File: src/rtl/paraleloserial_pkg.sv
// Shared constants for the parallel-to-serial transmitter.
// K28.5 constants are used only when COMMA_IDLE_EN is defined.
package paraleloserial_pkg;

    // Default parallel word width, which is also the slot length in clocks
    localparam int unsigned WIDTH_DEFAULT = 10;

    // K28.5 code groups, stored with transmission bit a at index 0
    // RD-: a..j = 0011111010    RD+: a..j = 1100000101
    localparam logic [9:0] K28_5_RDN = 10'b0101111100;
    localparam logic [9:0] K28_5_RDP = 10'b1010000011;

    // Counter width able to hold 0..width-1 (at least one bit)
    function automatic int unsigned cnt_width(input int unsigned width);
        return (width > 1) ? $clog2(width) : 1;
    endfunction

endpackage

File: src/rtl/contador_bits.sv
// Slot bit counter: counts 0..WIDTH-1 and wraps; wrap is high on the last bit.
module contador_bits
    import paraleloserial_pkg::*;
#(
    parameter int unsigned WIDTH = WIDTH_DEFAULT,
    parameter int unsigned CW    = cnt_width(WIDTH)
) (
    input  logic          CLOCK,
    input  logic          RESET,
    output logic [CW-1:0] cnt,
    output logic          wrap
);

    logic [CW-1:0] cnt_q;
    logic [CW-1:0] cnt_d;

    assign cnt  = cnt_q;
    assign wrap = (cnt_q == CW'(WIDTH - 1));

    // Next count, returning to zero after the last bit of a slot
    always_comb begin
        cnt_d = cnt_q + CW'(1);
        if (wrap) begin
            cnt_d = '0;
        end
    end

    // Count register with synchronous reset
    always_ff @(posedge CLOCK) begin
        if (RESET) begin
            cnt_q <= '0;
        end else begin
            cnt_q <= cnt_d;
        end
    end

endmodule

File: src/rtl/paralelo_serial.sv
// Parallel-to-serial transmitter: one-word holding register feeding a shift
// register that emits one WIDTH-clock slot per word, LSB first. Empty slots
// carry an idle word: all zeros by default, or alternating-disparity K28.5
// commas when COMMA_IDLE_EN is defined.
module paralelo_serial
    import paraleloserial_pkg::*;
#(
    parameter int unsigned WIDTH = WIDTH_DEFAULT
) (
    input  logic             CLOCK,
    input  logic             RESET,
    input  logic [WIDTH-1:0] D,
    input  logic             VALID,
    output logic             READY,
    output logic             SOUT,
    output logic             LOADS,
    output logic             IDLE
);

    localparam int unsigned CW = cnt_width(WIDTH);

`ifdef COMMA_IDLE_EN
    localparam logic [WIDTH-1:0] IDLE_RDN   = WIDTH'(K28_5_RDN);
    localparam logic [WIDTH-1:0] IDLE_RDP   = WIDTH'(K28_5_RDP);
    localparam logic [WIDTH-1:0] IDLE_RESET = IDLE_RDN;
`else
    localparam logic [WIDTH-1:0] IDLE_RESET = '0;
`endif

    logic [CW-1:0]    cnt;
    logic             wrap;
    logic [WIDTH-1:0] idle_word;
    logic [WIDTH-1:0] hold_q, hold_d;
    logic [WIDTH-1:0] shift_q, shift_d;
    logic             hold_full_q, hold_full_d;
    logic             ready_q, ready_d;
    logic             idle_q, idle_d;
    logic             accept;

    contador_bits #(
        .WIDTH (WIDTH),
        .CW    (CW)
    ) u_contador (
        .CLOCK (CLOCK),
        .RESET (RESET),
        .cnt   (cnt),
        .wrap  (wrap)
    );

`ifdef COMMA_IDLE_EN
    logic rd_q, rd_d;  // 0 = RD-, 1 = RD+

    // Disparity flips at the end of every comma slot; data slots leave it alone
    always_comb begin
        rd_d = rd_q;
        if (wrap && idle_q) begin
            rd_d = ~rd_q;
        end
        idle_word = rd_d ? IDLE_RDP : IDLE_RDN;
    end

    // Running disparity register; reset state matches the RD- comma in shift
    always_ff @(posedge CLOCK) begin
        if (RESET) begin
            rd_q <= 1'b0;
        end else begin
            rd_q <= rd_d;
        end
    end
`else
    assign idle_word = '0;
`endif

    // Hold/shift next state: slot load on wrap, word capture on handshake
    always_comb begin
        accept      = VALID && ready_q;
        hold_d      = hold_q;
        hold_full_d = hold_full_q;
        shift_d     = shift_q >> 1;
        idle_d      = idle_q;
        if (wrap) begin
            if (hold_full_q) begin
                shift_d     = hold_q;
                idle_d      = 1'b0;
                hold_full_d = 1'b0;
            end else begin
                shift_d = idle_word;
                idle_d  = 1'b1;
            end
        end
        // A word accepted on the wrap edge itself waits for the next slot
        if (accept) begin
            hold_d      = D;
            hold_full_d = 1'b1;
        end
        // Drops on the accepting edge; rises one clock after the hold empties
        ready_d = !hold_full_q && !accept;
    end

    // State registers; reset drops any held word and restarts on an idle slot
    always_ff @(posedge CLOCK) begin
        if (RESET) begin
            hold_q      <= '0;
            hold_full_q <= 1'b0;
            ready_q     <= 1'b0;
            shift_q     <= IDLE_RESET;
            idle_q      <= 1'b1;
        end else begin
            hold_q      <= hold_d;
            hold_full_q <= hold_full_d;
            ready_q     <= ready_d;
            shift_q     <= shift_d;
            idle_q      <= idle_d;
        end
    end

    assign READY = ready_q;
    assign SOUT  = shift_q[0];
    assign IDLE  = idle_q;
    assign LOADS = (cnt == '0) && !idle_q;

endmodule

File: config.mk
export PLATFORM = sky130hd
export DESIGN_NAME = paralelo_serial
export DESIGN_NICKNAME = d
export VERILOG_FILES = /design/src/rtl/paraleloserial_pkg.sv /design/src/rtl/contador_bits.sv /design/src/rtl/paralelo_serial.sv
export SDC_FILE = /design/constraint.sdc
export NUM_CORES = 1
export LEC_CHECK = 0
export BUFFER_PORTS_ARGS = -buffer_cell sky130_fd_sc_hd__buf_2
export CORE_AREA = 3 3 70 72
export DETAILED_ROUTE_END_ITERATION = 16
export DIE_AREA = 0 0 73 75
export PLACE_DENSITY = 0.44
export SYNTH_ARGS = -nofsm -noshare
export SYNTH_HDL_FRONTEND = slang
export SYNTH_HIERARCHICAL = 1
export SYNTH_SLANG_ARGS = --single-unit
export TNS_END_PERCENT = 10
File: constraint.sdc
create_clock -name CLOCK -period 2.15 [get_ports CLOCK]
set_clock_uncertainty 0.05 [all_clocks]
set_input_delay 0.215 -clock CLOCK [delete_from_list [all_inputs] [get_ports CLOCK]]
set_output_delay 0.215 -clock CLOCK [all_outputs]
set_load 0.005 [all_outputs]
# [Word level (Yosys, flattened, before mapping)]
# Index checks and enable logic that the tools add are counted.
[op_classes] bitwise_logic=2 mux=5 n_reduce_logical=10 add_sub_neg=1 n_eq_ne=1
[op_table] op="9-bit 2-to-1 mux" count=2
[op_table] op="4-bit by 1-bit adder with 4-bit output, second input constant" count=1
[op_table] op="4-bit equality test, second input constant" count=1
[op_table] op="4-bit zero test" count=1
[op_table] op="1-bit logical AND" count=3
[op_table] op="1-bit zero test" count=3
[op_table] op="1-bit 2-to-1 mux" count=3
[op_table] op="3-bit OR reduction" count=1
[op_table] op="1-bit inverter" count=2
[op_table] op="2-bit nonzero test" count=1
[op_table] op="2-bit OR reduction" count=1
[totals] reg_bits=27 word_cells=26 output_inout_bits=4 in_bits=13

# [Longest topological paths before layout]
[depth] depth_word=3 ltp_mapped=7 depth_no_buf=6

# [Cells and area by module]
# The synthesis kept the hierarchy.
[by_module_without_submodules] mod="paralelo_serial" instances=1 cells_each=91 area_each_um2=880.8 seq_area_each_um2=460.4
[by_module_without_submodules] mod="contador_bits" instances=1 cells_each=20 area_each_um2=183.9 seq_area_each_um2=80.1

# [Worst setup path before layout]
# OpenSTA, ideal clock, no wires.
[synth_timing] path_kind="register to register" start="register u_contador.cnt_q[0] (netlist: u_contador/cnt[0])" end="register idle_q (netlist: IDLE)" period_less_slack_ns=1.419 arrival_ns=1.255 required_time_ns=1.986 path_stages_with_launch=7 path_slack_ns=0.731 n_path_buf=1 setup_ns=0.114 cell_sequence="dfxtp_1 ha_1 nand2_1 nor2_1 buf_2 nand2_2 a21o_1"
[synth_between] elab_chain_cells=1
[synth_lines] item="start: declaration" line_no="contador_bits.sv:14" rtl="logic [CW-1:0] cnt_q;"
[synth_lines] item="start signal: assignment" line_no="contador_bits.sv:33" rtl="cnt_q <= cnt_d;"
[synth_lines] item="4-bit equality test" line_no="contador_bits.sv:18" rtl="assign wrap = (cnt_q == CW'(WIDTH - 1));"
[synth_lines] item="named net wrap" line_no="paralelo_serial.sv:31" rtl="logic wrap;"
[synth_lines] item="end signal: assignment" line_no="paralelo_serial.sv:113" rtl="idle_q <= idle_d;"
[synth_lines] item="end: declaration" line_no="paralelo_serial.sv:37" rtl="logic idle_q, idle_d;"
# The timed path passes the listed nets, and every way through them passes these cells.
# A chain may end at the register's enable or synchronous reset.

# [Worst setup path in the final report]
[layout_timing] start="register u_contador.cnt_q[0] (netlist: u_contador/cnt[0])" end="output port LOADS"
[layout_between] elab_chain_cells=2
[layout_lines] item="4-bit zero test" line_no="paralelo_serial.sv:120" rtl="assign LOADS = (cnt == '0) && !idle_q;"
[layout_lines] item="1-bit logical AND" line_no="paralelo_serial.sv:120"
[layout_lines] item="end: declaration" line_no="paralelo_serial.sv:16" rtl="output logic LOADS,"
# No other way between the ends.

==> results.md <==
- Synth area leaders: dfxtp_1 51%, nand2b_1 6.5%, nand4b_1 5.8%, a21oi_1 4.7%, nand3_1 4.2%
- Max Cap Viol: 0
- Flops & latches, synth: 27
- Gate Count Post-Synth: approximately 110
- Die footprint: 0.005475 mm²
- GRT Residual Overflow: 0
- Port bufs: 16
- Largest net degree at the start of global routing: 31
- Syn Std Cell Area: 0.001065 mm²
- Cts hold-fix bufs: 0
- Commonest non-fill, non-tap cells in the layout: 27 x dfxtp_1, 16 x buf_2, 11 x nand2b_1, 10 x a21oi_1, 9 x nand3_1
- Synth top area share: 50.76%
- Type of destination of the critical path: output port
- Vias post-DR: between 800 and 900
- CP required: between 1.5 and 2 ns
- Die W: around 73 µm
- Met3 Resource Use GR: 3.338%
- Syn Nets: between 100 and 150
- # DRC: 0
- Final hold slack: 0.1466 ns
- Final Core Density: 28.36%
- DR iter-0 viols: 53
- Final Wtd Congestion: 0.7772
- Cell internal pwr: a little under 700 µW
- GRT Total Usage: 8.536%
- Sequential element share of the synthesized area: 50.76%
- Final period util: between 70 and 80%
- Final hold violation count: 0
- Root Buffer: clkbuf_8
- Sw Ratio: 22.81%
- Reg power frac: 60.5%
- Finished Layout Cells: roughly 180
- N_diodes: 0
- RSZ-0062 raised after global routing: false
- Initial antenna violation count: 0
- Number of routed nets with antenna violations: 0
- Clk_lat worst skew: 0.27 ns
- Synth-to-layout area growth: 15.98%
- Cell taking the most area after synthesis: dfxtp_1
- Max Fclk: around 0.61 GHz
- Status: finished, final reports clean
- Crit path DAT: 1.38 ns
- Critical path depth in cells: 3
- Total wire length: 2179 µm
- Die height: 75 µm
- PwrDens: 714.6 mW/mm²
- Post-DP HPWL: roughly 1500 µm
- Setup bufs post-CTS: 0
- Clock Power Share: 31.9%
- DR pass1 iterations: 4
- Max clock buf depth: 2
- Maximum fanout along the worst path: 6
- Final TNS setup: 0 ns
- Vias in the first global route: 752
- CP cell instances: or4_1, nor2_1, buf_2
- Cells on worst reg2reg path: 7
- Worst hold path type: in -> reg
- Number of distinct library cells after synthesis: 27
- Total Power: between 800 and 900 µW
- Core Rows: 24
- Commonest non-fill, non-tap cell in the layout: dfxtp_1
- Fillers: 457
- Max VDD drop: roughly 370 µV
- Switching power total: between 200 and 250 µW
- GR Util met2: 12.51%
- Sink Count: 27
- RR Endpoint: IDLE
- Ys async rst share: 0%
- Slew @ Worst Pin: 0.4783 ns
- Crit path launch: u_contador/cnt[0]
- Core Area: 0.004354 mm²
- Most Crowded Layer GR: met2
- DR vias/cell: 4.559
- Synth Warn #: 6
- Worst R2R Setup Slack: 0.56 ns
- Final #Nets: 143
- Synth Flop Type: dfxtp_1
- CTS resizes: 0
- Rel. slew slack: 68.12%
- CTS tree: done
- DR WL/cell: 12.17 µm
- Kind of cell adding the most delay to the critical path: simple AND/OR/NAND/NOR gates
- Worst-path clk slew: 0.09 ns
- Placed Instances: 175
- Leakage: 0.0004359 µW
- CP max-delay cell: or4_1
- Initial Utilization: 24.45%
- Number of flops mapped to enable cells by yosys: 0
- I/O pin count: 17
- CP Class: reg -> out
- First-pass GRT wire length: 3601 µm
- Final setup vio count: 0
- Crit-path max cell delay: 0.50 ns
- Period minus WS final: 1.642 ns
- CP startpoint kind: flip-flop
- Reg area: 540.5 µm²
- Setup crit end: LOADS
- Syn_area_per_cell: 9.593 µm²
- Final Max Slew Viols: 0
- Htree depth: 1
- Area taken by multi-input logic gates: 474.2 µm²
- Worst R2R Start: u_contador/cnt[1]
- WP buf/inv: 1
- Number of CTS-inserted buffers: 3
- Global Route met1 Usage: 11.88%
- Comb power frac: 7.6%
- Share of layout cells above drive strength 1: 21.26%
power by group through the flow:
stage | Combinational, µW | Clock [µW] | Sequential [µW]
2_1_floorplan | 46.2 | 0 | 541
3_5_place_dp | 67.4 | 0 | 546
6_report | 66.9 | 282 | 534
3_3_place_gp | 65.0 | 0 | 544
4_1_cts | 67.9 | 295 | 534
5_1_grt | 76.9 | 313 | 538
sequential cells by signal (all words and copies together), names as in the netlist:
| register | count |
|---|---|
| IDLE | 1 |
| hold_full_q | 1 |
| u_contador/cnt | 4 |
| shift_q | 10 |
| hold_q | 10 |
| READY | 1 |
synthesized netlist by cell type, types with 3 or more instances:
cell type and count:
o32ai_1 3, buf_2 4, dfxtp_1 27, inv_1 4, nor2_1 6, nand2b_1 11
o21ai_0 5, a21oi_1 10, nand3_1 9, a21bo_2 4, nand4b_1 7, nand2_1 3
worst min-delay path, stage by stage:
cell and delay [ns]:
buf_2 0.10, nand3_1 0.05, a21oi_1 0.05
per-stage QoR:
step	instance area [µm²]	setup WS, ns
3_5_place_dp	1190	0.5736
5_1_grt	1235	0.3908
3_3_place_gp	1190	0.6405
6_report	1235	0.5075
2_1_floorplan	1065	0.7312
4_1_cts	1235	0.5042
cell type report:
type                            instances  area share [%]
Multi-Input combinational cell         74           38.40
Inverter                                4           1.216
Clock buffer                            4           3.647
Tap cell                               52           5.269
Sequential cell                        27           43.77
Timing Repair Buffer                   18           7.700
cells by family after synthesis:
family                     after synthesis  synth area share [%]
AOI/OAI and AO/OA                       28                 17.39
DFF                                     27                 50.76
buffers and inverters                   10                 4.700
and+or+nand+nor                         44                 24.80
adders and majority gates                2                 2.350
routing by layer:
layer,part of all wire (%),wire (µm)
met2,45,972
met3,5.3,116
met5,0,0
met1,49,1075
met4,0.69,15
worst min-delay path by stage:
stage	cells after the start	from	slack (ns)	to
after floorplan	1	RESET	0.23	u_contador/cnt[2]
after CTS	3	D[3]	0.13	hold_q[3]
after global routing	3	D[3]	0.14	hold_q[3]
after detailed placement	1	shift_q[8]	0.37	shift_q[7]
final	3	D[3]	0.15	hold_q[3]
after global placement	1	shift_q[9]	0.36	shift_q[8]
Note: power is estimated with default switching activity, not from simulation.
